## src/rtl/wb_stage_pkg.sv

```systemverilog
`default_nettype none
// ============================================================================
//  Module   : wb_stage_pkg
//  Brief    : Shared widths, load-type codes and stall-bit indices for the
//             write-back stage and its load alignment helper.
//  Revision : 1.0 - initial release
// ============================================================================
package wb_stage_pkg;

    // Register file geometry
    localparam int          REG_BUS_W      = 32;
    localparam int          REG_ADDR_BUS_W = 5;
    localparam logic [31:0] ZERO_WORD      = 32'h0000_0000;

    // Load kinds carried down the pipeline; codes 6 and 7 behave as no load
    localparam int         LD_TYPE_W = 3;
    localparam logic [2:0] LD_NONE   = 3'd0;
    localparam logic [2:0] LD_LB     = 3'd1;
    localparam logic [2:0] LD_LBU    = 3'd2;
    localparam logic [2:0] LD_LH     = 3'd3;
    localparam logic [2:0] LD_LHU    = 3'd4;
    localparam logic [2:0] LD_LW     = 3'd5;

    // Positions inside the six-bit pipeline stall vector
    localparam int STALL_W   = 6;
    localparam int STALL_MEM = 4;
    localparam int STALL_WB  = 5;

    // Halfword loads need an even offset, word loads a zero offset
    function automatic logic ld_is_misaligned(input logic [2:0] ld_type,
                                              input logic [1:0] addr_lo);
        logic r;
        r = 1'b0;
        case (ld_type)
            LD_LH, LD_LHU: r = addr_lo[0];
            LD_LW:         r = (addr_lo != 2'd0);
            default:       r = 1'b0;
        endcase
        return r;
    endfunction

endpackage
`default_nettype wire

```

## src/rtl/wb_ld_align.sv

```systemverilog
`default_nettype none
// ============================================================================
//  Module   : wb_ld_align
//  Brief    : Combinational load extraction from a big-endian memory word
//             (byte 0 = bits 31:24) plus misalignment detection.
//  Revision : 1.0 - initial release
// ============================================================================
module wb_ld_align
    import wb_stage_pkg::*;
#(
    parameter int DATA_W = REG_BUS_W
) (
    input  logic [LD_TYPE_W-1:0] i_ld_type,
    input  logic [DATA_W-1:0]    i_ld_word,
    input  logic [1:0]           i_addr_lo,
    input  logic [DATA_W-1:0]    i_alu_wdata,
    output logic [DATA_W-1:0]    o_wdata,
    output logic                 o_misaligned
);

    logic [7:0]  w_byte;
    logic [15:0] w_half;

    // Select the addressed byte/halfword and extend it to the register width
    always_comb begin
        w_byte = 8'h00;
        case (i_addr_lo)
            2'd0:    w_byte = i_ld_word[31:24];
            2'd1:    w_byte = i_ld_word[23:16];
            2'd2:    w_byte = i_ld_word[15:8];
            default: w_byte = i_ld_word[7:0];
        endcase
        w_half = i_addr_lo[1] ? i_ld_word[15:0] : i_ld_word[31:16];

        o_wdata = i_alu_wdata;
        case (i_ld_type)
            LD_LB:   o_wdata = {{(DATA_W-8){w_byte[7]}}, w_byte};
            LD_LBU:  o_wdata = {{(DATA_W-8){1'b0}}, w_byte};
            LD_LH:   o_wdata = {{(DATA_W-16){w_half[15]}}, w_half};
            LD_LHU:  o_wdata = {{(DATA_W-16){1'b0}}, w_half};
            LD_LW:   o_wdata = i_ld_word;
            default: o_wdata = i_alu_wdata;
        endcase

        o_misaligned = ld_is_misaligned(i_ld_type, i_addr_lo);
    end

endmodule
`default_nettype wire

```

## src/rtl/wb_stage.sv

```systemverilog
`default_nettype none
// ============================================================================
//  Module   : wb_stage
//  Brief    : MEM/WB pipeline register and write-back stage. Registers the
//             MEM results, extracts load data, blocks misaligned loads,
//             drives the GPR and HI/LO write ports and counts retirements.
//  Revision : 1.0 - initial release
// ============================================================================
module wb_stage
    import wb_stage_pkg::*;
#(
    parameter int DATA_W = REG_BUS_W,
    parameter int ADDR_W = REG_ADDR_BUS_W
) (
    input  logic                 clk,
    input  logic                 rst,
    input  logic [STALL_W-1:0]   stall,
    input  logic                 flush,
    input  logic                 mem_valid,
    input  logic                 mem_wreg,
    input  logic [ADDR_W-1:0]    mem_wd,
    input  logic [DATA_W-1:0]    mem_wdata,
    input  logic                 mem_whilo,
    input  logic [DATA_W-1:0]    mem_hi,
    input  logic [DATA_W-1:0]    mem_lo,
    input  logic [LD_TYPE_W-1:0] mem_ld_type,
    input  logic [DATA_W-1:0]    mem_ld_word,
    input  logic [1:0]           mem_addr_lo,
    output logic                 wb_wreg,
    output logic [ADDR_W-1:0]    wb_wd,
    output logic [DATA_W-1:0]    wb_wdata,
    output logic                 wb_whilo,
    output logic [DATA_W-1:0]    wb_hi,
    output logic [DATA_W-1:0]    wb_lo,
    output logic                 wb_align_err,
    output logic [31:0]          wb_retire_cnt
);

    localparam logic [DATA_W-1:0] c_ZERO_DATA = DATA_W'(ZERO_WORD);

    // WB entry
    logic                 valid_q,   valid_d;
    logic                 wreg_q,    wreg_d;
    logic [ADDR_W-1:0]    wd_q,      wd_d;
    logic [DATA_W-1:0]    wdata_q,   wdata_d;
    logic                 whilo_q,   whilo_d;
    logic [DATA_W-1:0]    hi_q,      hi_d;
    logic [DATA_W-1:0]    lo_q,      lo_d;
    logic [LD_TYPE_W-1:0] ld_type_q, ld_type_d;
    logic [DATA_W-1:0]    ld_word_q, ld_word_d;
    logic [1:0]           addr_lo_q, addr_lo_d;
    // Set once the held entry has already reported its misalignment
    logic                 err_done_q, err_done_d;
    logic [31:0]          retire_cnt_q, retire_cnt_d;

    logic                 w_bubble;
    logic                 w_hold;
    logic                 w_misaligned;
    logic [DATA_W-1:0]    w_ld_wdata;
    logic                 w_unused_stall;

    // Stall bits belonging to earlier stages are not relevant here
    assign w_unused_stall = ^stall[STALL_MEM-1:0];

    assign w_bubble = flush | (stall[STALL_MEM] & ~stall[STALL_WB]);
    assign w_hold   = ~flush & stall[STALL_MEM] & stall[STALL_WB];

    wb_ld_align #(
        .DATA_W (DATA_W)
    ) u_ld_align (
        .i_ld_type    (ld_type_q),
        .i_ld_word    (ld_word_q),
        .i_addr_lo    (addr_lo_q),
        .i_alu_wdata  (wdata_q),
        .o_wdata      (w_ld_wdata),
        .o_misaligned (w_misaligned)
    );

    // Next entry: flush/bubble beats hold, hold beats capture
    always_comb begin
        valid_d   = valid_q;
        wreg_d    = wreg_q;
        wd_d      = wd_q;
        wdata_d   = wdata_q;
        whilo_d   = whilo_q;
        hi_d      = hi_q;
        lo_d      = lo_q;
        ld_type_d = ld_type_q;
        ld_word_d = ld_word_q;
        addr_lo_d = addr_lo_q;

        if (w_bubble) begin
            valid_d   = 1'b0;
            wreg_d    = 1'b0;
            wd_d      = '0;
            wdata_d   = c_ZERO_DATA;
            whilo_d   = 1'b0;
            hi_d      = c_ZERO_DATA;
            lo_d      = c_ZERO_DATA;
            ld_type_d = LD_NONE;
            ld_word_d = c_ZERO_DATA;
            addr_lo_d = 2'd0;
        end else if (!w_hold) begin
            valid_d   = mem_valid;
            wreg_d    = mem_wreg;
            wd_d      = mem_wd;
            wdata_d   = mem_wdata;
            whilo_d   = mem_whilo;
            hi_d      = mem_hi;
            lo_d      = mem_lo;
            ld_type_d = mem_ld_type;
            ld_word_d = mem_ld_word;
            addr_lo_d = mem_addr_lo;
        end
    end

    // Error-pulse bookkeeping and retirement counter
    always_comb begin
        err_done_d   = w_hold & (err_done_q | wb_align_err);
        retire_cnt_d = retire_cnt_q;
        if (valid_q && !stall[STALL_WB]) begin
            retire_cnt_d = retire_cnt_q + 32'd1;
        end
    end

    // State registers, cleared asynchronously while rst is low
    always_ff @(posedge clk or negedge rst) begin
        if (!rst) begin
            valid_q      <= 1'b0;
            wreg_q       <= 1'b0;
            wd_q         <= '0;
            wdata_q      <= c_ZERO_DATA;
            whilo_q      <= 1'b0;
            hi_q         <= c_ZERO_DATA;
            lo_q         <= c_ZERO_DATA;
            ld_type_q    <= LD_NONE;
            ld_word_q    <= c_ZERO_DATA;
            addr_lo_q    <= 2'd0;
            err_done_q   <= 1'b0;
            retire_cnt_q <= 32'd0;
        end else begin
            valid_q      <= valid_d;
            wreg_q       <= wreg_d;
            wd_q         <= wd_d;
            wdata_q      <= wdata_d;
            whilo_q      <= whilo_d;
            hi_q         <= hi_d;
            lo_q         <= lo_d;
            ld_type_q    <= ld_type_d;
            ld_word_q    <= ld_word_d;
            addr_lo_q    <= addr_lo_d;
            err_done_q   <= err_done_d;
            retire_cnt_q <= retire_cnt_d;
        end
    end

    // Outputs come only from registered state
    assign wb_wreg       = valid_q & wreg_q & ~w_misaligned;
    assign wb_wd         = wd_q;
    assign wb_wdata      = w_ld_wdata;
    assign wb_whilo      = valid_q & whilo_q;
    assign wb_hi         = hi_q;
    assign wb_lo         = lo_q;
    assign wb_align_err  = valid_q & w_misaligned & ~err_done_q;
    assign wb_retire_cnt = retire_cnt_q;

endmodule
`default_nettype wire
```

## config.mk

```make
export PLATFORM = sky130hd
export DESIGN_NAME = wb_stage
export DESIGN_NICKNAME = d
export VERILOG_FILES = /design/src/rtl/wb_stage_pkg.sv /design/src/rtl/wb_ld_align.sv /design/src/rtl/wb_stage.sv
export SDC_FILE = /design/constraint.sdc
export NUM_CORES = 1
export LEC_CHECK = 0
export ABC_AREA = 1
export CAP_MARGIN = 5
export CORE_MARGIN = 3
export CORE_UTILIZATION = 42
export DETAILED_ROUTE_END_ITERATION = 6
export GPL_TIMING_DRIVEN = 0
export PLACE_DENSITY = 0.78
export SETUP_SLACK_MARGIN = 0.1
export SLEW_MARGIN = 25
export SYNTH_ARGS = -nofsm -noshare
export SYNTH_HDL_FRONTEND = slang
export SYNTH_SLANG_ARGS = --single-unit
export TNS_END_PERCENT = 50
```

## constraint.sdc

```tcl
create_clock -name clk -period 1.5 [get_ports clk]
set_input_delay 0.3 -clock clk [delete_from_list [all_inputs] [get_ports clk]]
set_output_delay 0.3 -clock clk [all_outputs]
set_load 0.01 [all_outputs]
```

==> results.md, run 1 <==
* Post-synth ARST share at between 90% and 100%
* Post-synth EDFFs at 0
* Final net count at approximately 1600
* DIE AREA at roughly 22000 sq um
* Drt drc at 0
* Sequential-to-total area share from yosys stat at between 50 and 60%
* Mapped Area at 8480 sq um
* FF-to-FF setup slack at -0.06 ns
* Peak Freq at 413 MHz
* Combinational power share at between 10% and 20%
* Via count at roughly 8900
* Worst Skew at roughly 0.014 ns
* CTS Root Cell: clkbuf_16
* Clock period minus worst slack at around 2.4 ns
* Layout cells sized above 1 at 25.0%
* H-tree depth at 4
* Max transition margin at between 50% and 60%
* Met1 Use GR at between 30 and 40%
* Cells after synthesis at between 1000 and 1500
* Tcrit/Tclk final at 161%
* FF+latch count, synth at about 170
* Switch Pwr at roughly 3.3 mW
* Most frequent cells in the layout: inv_1, dfrtp_1, clkdlybuf4s50_1
* Syn_area_per_cell at between 8 and 9 sq um
* DR iter-0 viols at 709
* Clock transition at path regs at about 0.080 ns
* Synth Warn # at 0
* Crit end category: primary output
* P_leak at approximately 6.6 nW
* Crit path buf inv count at 3
* Synth cell types at 34
* Die Span X at approximately 150 um
* Placed cell area at 11700 sq um
* Clk_lat worst skew at around 0.43 ns
* Min Hold Slack at -0.152 ns
* Post-route ant nets at 0
* Setup violators final at 43
* CORE AREA at 19700 sq um
* Initial Util at between 40% and 50%
* Status: finished, violations left
* Core Util, Final at 67.7%
* Critical Path Start Type: flip-flop
* WP data required at approximately 1.2 ns
* TritonCTS clock tree: yes
* Vias in the first global route at 8675
* Slew @ Worst Pin at around 0.70 ns
* Power Density at a little over 900 nW/um^2
* Met3 GRT Util at 6.64%
* Dominant cell type by area after synthesis: dfrtp_1
* Worst R2R Start: wb_retire_cnt[9]
* Post-place setup slack at -0.837 ns
* Port bufs at 281
* Busiest grt layer: met2
* DRT Wirelength at about 31000 um
* Area Growth Syn to Fin at 56.8%
* Clock network fraction of design power at approximately two fifths
* Met2 usage at 44.5%
* Sw frac at between 20 and 30%
* Post-DP HPWL at roughly 21000 um
* Row cnt at 51
* Reg power frac at 42.2%
* First-pass GRT wire length at about 46000 um
* Post-synth top area share at around 51%
* Worst-path cell chain: buf_6, o21ai_1, nand4_1, buf_4, o21ai_0, nand3b_1, buf_2
* Failing checks: hold timing, setup timing
* CTS max path bufs at 2
* Internal power at approximately 8.7 mW
* Initial antenna violation count at 3
* Critical Path Source: addr_lo_q[1]
* Largest net degree at the start of global routing at 90
* GRT overflow at 0
* Critical Path Stages at 7
* Final hold vios at 85
* Min-Delay Path Class: input pin to asynchronous set/reset pin
* Crit Path Class: flip-flop to primary output
* Main area contributors after synthesis: dfrtp_1, inv_1, o22ai_1
* Post-synth net total at approximately 1200
* Max-slew violations at 0
* Delay of the slowest cell on the worst path at ~0.4 ns
* CTS Sinks at ~170
* Vias per cell at between 5 and 6
* Power Total at ~12 mW
* Commonest non-fill, non-tap cell in the layout: inv_1
* RR Endpoint: wb_retire_cnt[29]
* RSZ-0062 raised after global routing: true
* Tot GR Track Use at around a quarter
* CTS Buf Count at 17
* Final worst slack at -0.922 ns
* Worst setup endpoint: wb_wdata[31]
* Chip height at 148 um
* Final instance area at about 13000 sq um
* Crit path max fanout at 6
* First-pass DRT Iterations at 7
* Worst endpoint data arrival time at roughly 2.1 ns
* FF-to-FF path depth at 8
* Max VDD drop at between 0.8 and 0.9 mV
* Most common flop cell mapped by yosys: dfrtp_1
* Setup TNS at -26.71 ns
* Max cap viols at 0
* Fillers at approximately 1600
* Post-DR wirelength/cell at ~18 um
* RD Place Congestion at 0.937
* Cell family with most CP delay: buffers and inverters
* Crit path max-delay cell type: dfrtp_1
* # IOs at 286
sequential cells by signal (all words and copies together) (netlist names):
signal	cells
addr_lo_q	2
err_done_q	1
ld_type_q	3
ld_word_q	32
valid_q	1
wb_hi	32
wb_lo	32
wb_retire_cnt	32
wb_wd	5
wdata_q	32
whilo_q	1
wreg_q	1
per-stage QoR:
step	instances	hold WS, ns
global placement	1594	0.473
global route	1708	-0.110
detailed placement	1595	0.351
floorplan	1048	0.00441
CTS	1685	-0.110
finish	1708	-0.152
worst min-delay path by stage:
stage / end / from / depth (start not counted) / slack [ns]
after global routing: ld_word_q[30] / rst / 1 / -0.11
after CTS: ld_word_q[30] / rst / 1 / -0.11
after floorplan: addr_lo_q[0] / rst / 0 / 0.004
after detailed placement: ld_word_q[30] / rst / 1 / 0.35
after global placement: wb_retire_cnt[31] / wb_retire_cnt[31] / 2 / 0.47
final: ld_word_q[30] / rst / 1 / -0.15
cell type report:
| type | instances | area [sq um] | share of cell area, % |
|---|---|---|---|
| diodes | 2 | 5.00 | 0.0376 |
| plain buffers | 44 | 298 | 2.24 |
| clock buffers | 19 | 443 | 3.33 |
| clock inverters | 13 | 175 | 1.32 |
| inverters | 310 | 1180 | 8.90 |
| multi-input cells | 519 | 3250 | 24.5 |
| flip-flops and latches | 174 | 4360 | 32.8 |
| well taps | 265 | 332 | 2.49 |
| repair buffers | 362 | 3250 | 24.4 |
timing repair:
action                                  CTS  global route
pin swaps                                35            44
gates cloned                              3             0
endpoints found under the hold margin    85            85
resized for setup                       503           146
buffers inserted                         58            22
endpoints found under the setup margin  299           100
per-layer routing:
layer  part of all wire [%]  routed length, um
met1                     38              11800
met2                     49              15300
met3                    8.5               2670
met4                    5.3               1650
met5                  0.035                 11
cell families (layout without fill, tap and decap cells):
logic type / after synthesis / count (layout) / share of synthesized area [%]
buffers and inverters: 355 / 748 / 16.3
AND/OR/NAND/NOR: 288 / 288 / 15.1
AO/OA/AOI/OAI: 208 / 208 / 14.8
flip-flops: 174 / 174 / 51.4
XOR/XNOR: 22 / 22 / 2.27
adder cells (fa/ha/maj): 1 / 1 / 0.148
other: 0 / 2 / 0
synth_stat cells (3+ instances only):
cell	n
a21oi_1	5
a22oi_1	8
buf_1	5
buf_2	17
buf_4	3
clkbuf_1	17
dfrtp_1	174
inv_1	304
inv_2	6
nand2_1	148
nand3_1	31
nand3b_1	18
nand4_1	9
nor2_1	67
nor2_4	4
o211ai_1	5
o21ai_0	45
o22ai_1	141
xnor2_1	14
xor2_1	8
power groups by stage:
stage               sequential [mW]  combinational, mW  clock, mW
finish                         5.08               2.23       4.74
CTS                            5.06               2.10       4.78
floorplan                      5.20              0.710          0
global placement               5.17               1.88          0
global route                   5.10               2.39       5.01
detailed placement             5.17               1.92          0
Power figures use the tool's default switching activity.
==> inputs of run 2 (changes only) <==
Settings changed: CORE_MARGIN 3 to 4.
==> run 2 against run 1 <==
Against the previous run: the run ends with setup timing left; routed wire length up 2.1%; cell area grew 2.6%; maximum frequency increased by 3.2%; register-to-register slack hardly changed; largest power group unchanged.
==> results.md, run 2 (synthesis gave the netlist of run 1 again) <==
* Worst Skew at approximately 0.006 ns
* Clock period minus worst slack at 2.35 ns
* GRT overflow at 0
* Worst endpoint data arrival time at between 2 and 2.5 ns
* Post-DP HPWL at about 21000 um
* Initial Util at between 40% and 50%
* Crit path max fanout at 6
* Crit end category: primary output
* Via count at slightly below 9000
* CORE AREA at around 20000 sq um
* Port bufs at 281
* CTS Sinks at 174
* Commonest non-fill, non-tap cell in the layout: inv_1
* Power Density at 863 nW/um^2
* First-pass DRT Iterations at 7
* Chip height at 150 um
* Internal power at between 8 and 9 mW
* Max-slew violations at 0
* Combinational power share at 19.7%
* Die Span X at about 150 um
* Switch Pwr at 3.34 mW
* Initial antenna violation count at 4
* Post-DR wirelength/cell at approximately 19 um
* Slew @ Worst Pin at 0.611 ns
* H-tree depth at 4
* P_leak at 6.67 nW
* Peak Freq at around 430 MHz
* Max cap viols at 0
* Vias in the first global route at between 8000 and 9000
* Min-Delay Path Class: input pin to asynchronous set/reset pin
* Setup violators final at 39
* Max VDD drop at between 0.7 and 0.8 mV
* WP data required at roughly 1.2 ns
* First-pass GRT wire length at approximately 46000 um
* DIE AREA at ~23000 sq um
* Core Util, Final at between 60% and 70%
* RD Place Congestion at approximately 0.93
* # IOs at 286
* Tot GR Track Use at 26.3%
* CTS Buf Count at 17
* Reg power frac at between 40% and 50%
* Layout cells sized above 1 at approximately 28%
* Detailed-route wire length on metal 1 at roughly 12000 um
* Final hold vios at 0
* Most frequent cells in the layout: inv_1, dfrtp_1, clkdlybuf4s50_1
* RSZ-0062 raised after global routing: true
* DRT Wirelength at between 30000 and 40000 um
* Post-route ant nets at 0
* Crit Path Class: flip-flop to primary output
* CTS Root Cell: clkbuf_16
* CTS max path bufs at 2
* Largest net degree at the start of global routing at 93
* Met3 routed WL at between 2000 and 3000 um
* Clock transition at path regs at about 0.07 ns
* Sw frac at around 28%
* Clock network fraction of design power at between 30 and 40%
* Tcrit/Tclk final at 156%
* Final net count at 1593
* Status: finished, violations left
* Max transition margin at approximately three fifths
* Fillers at between 1500 and 2000
* Final worst slack at -0.846 ns
* Top sig layer: met5
* DR iter-0 viols at between 600 and 700
* Row cnt at 51
* Area Growth Syn to Fin at 60.9%
* Vias per cell at 5.19
* Critical Path Start Type: flip-flop
* Power Total at between 10 and 15 mW
* Drt drc at 0
* Clk_lat worst skew at 0.43 ns
* Met2 routed WL at around 16000 um
* TritonCTS clock tree: yes
* Failing checks: setup timing
run 2: what timing repair did:
item / 4_1_cts / 5_1_grt
cloned: 4 / 1
resized for setup: 519 / 187
setup buffers: 62 / 28
pin swaps: 39 / 77
hold buffers: 1 / 0
endpoints found under the setup margin: 299 / 254
endpoints found under the hold margin: 82 / 0
run 2: area by class of cell:
class / instances / area [sq um] / share of cell area (%)
flip-flops and latches: 174 / 4370 / 32.0
repair buffers: 378 / 3450 / 25.3
multi-input cells: 519 / 3440 / 25.2
inverters: 310 / 1170 / 8.60
clock buffers: 19 / 443 / 3.25
well taps: 265 / 332 / 2.43
plain buffers: 42 / 299 / 2.19
clock inverters: 13 / 126 / 0.926
diodes: 2 / 5.00 / 0.0367
run 2: power groups by stage:
stage / sequential (mW) / clock (mW) / combinational [mW]
6_report: 5.09 / 4.37 / 2.32
5_1_grt: 5.11 / 4.62 / 2.49
4_1_cts: 5.07 / 4.42 / 2.14
3_5_place_dp: 5.17 / 0 / 1.92
3_3_place_gp: 5.16 / 0 / 1.88
2_1_floorplan: 5.20 / 0 / 0.710
run 2: path summary, 6_finish.rpt:
kind | start | to | slack, ns | depth (start not counted)
max reg2reg | wb_retire_cnt[4] | wb_retire_cnt[17] | -0.07 | 7
min | rst | wb_lo[1] | 0.42 | 2
min reg2reg | wb_retire_cnt[31] | wb_retire_cnt[31] | 0.52 | 2
max | addr_lo_q[1] | wb_wdata[16] | -0.85 | 7
min in group clk | mem_lo[26] | wb_lo[26] | 0.43 | 3
max in group asynchronous | rst | wdata_q[19] | 0.40 | 3
run 2: per-layer routing:
metal | track usage [%] | up-vias
met5 | 0 | -
met4 | 10.8 | 6
met2 | 44.5 | 470
li1 | - | 4076
met1 | 32.5 | 4256
met3 | 6.15 | 123
run 2: critical path, cell delays in order, from the launching register on:
cell and delay, ns:
dfrtp_1 0.41, buf_6 0.15, o21ai_2 0.22, nand4_1 0.22, buf_4 0.22, o21ai_0 0.07, nand3b_1 0.18, buf_2 0.16
run 2: through the flow:
| step | TNS (ns) | instance area [sq um] | cells | setup WS, ns | hold slack, ns |
|---|---|---|---|---|---|
| 2_1_floorplan | -0.949 | 8510 | 1048 | -0.0448 | 0.00441 |
| 3_3_place_gp | -1356.64 | 11600 | 1594 | -7.20 | 0.486 |
| 3_5_place_dp | -112.30 | 11700 | 1595 | -0.835 | 0.341 |
| 4_1_cts | -23.78 | 13000 | 1692 | -0.758 | 0.412 |
| 5_1_grt | -27.62 | 13600 | 1721 | -0.862 | 0.424 |
| 6_report | -25.58 | 13600 | 1722 | -0.846 | 0.423 |
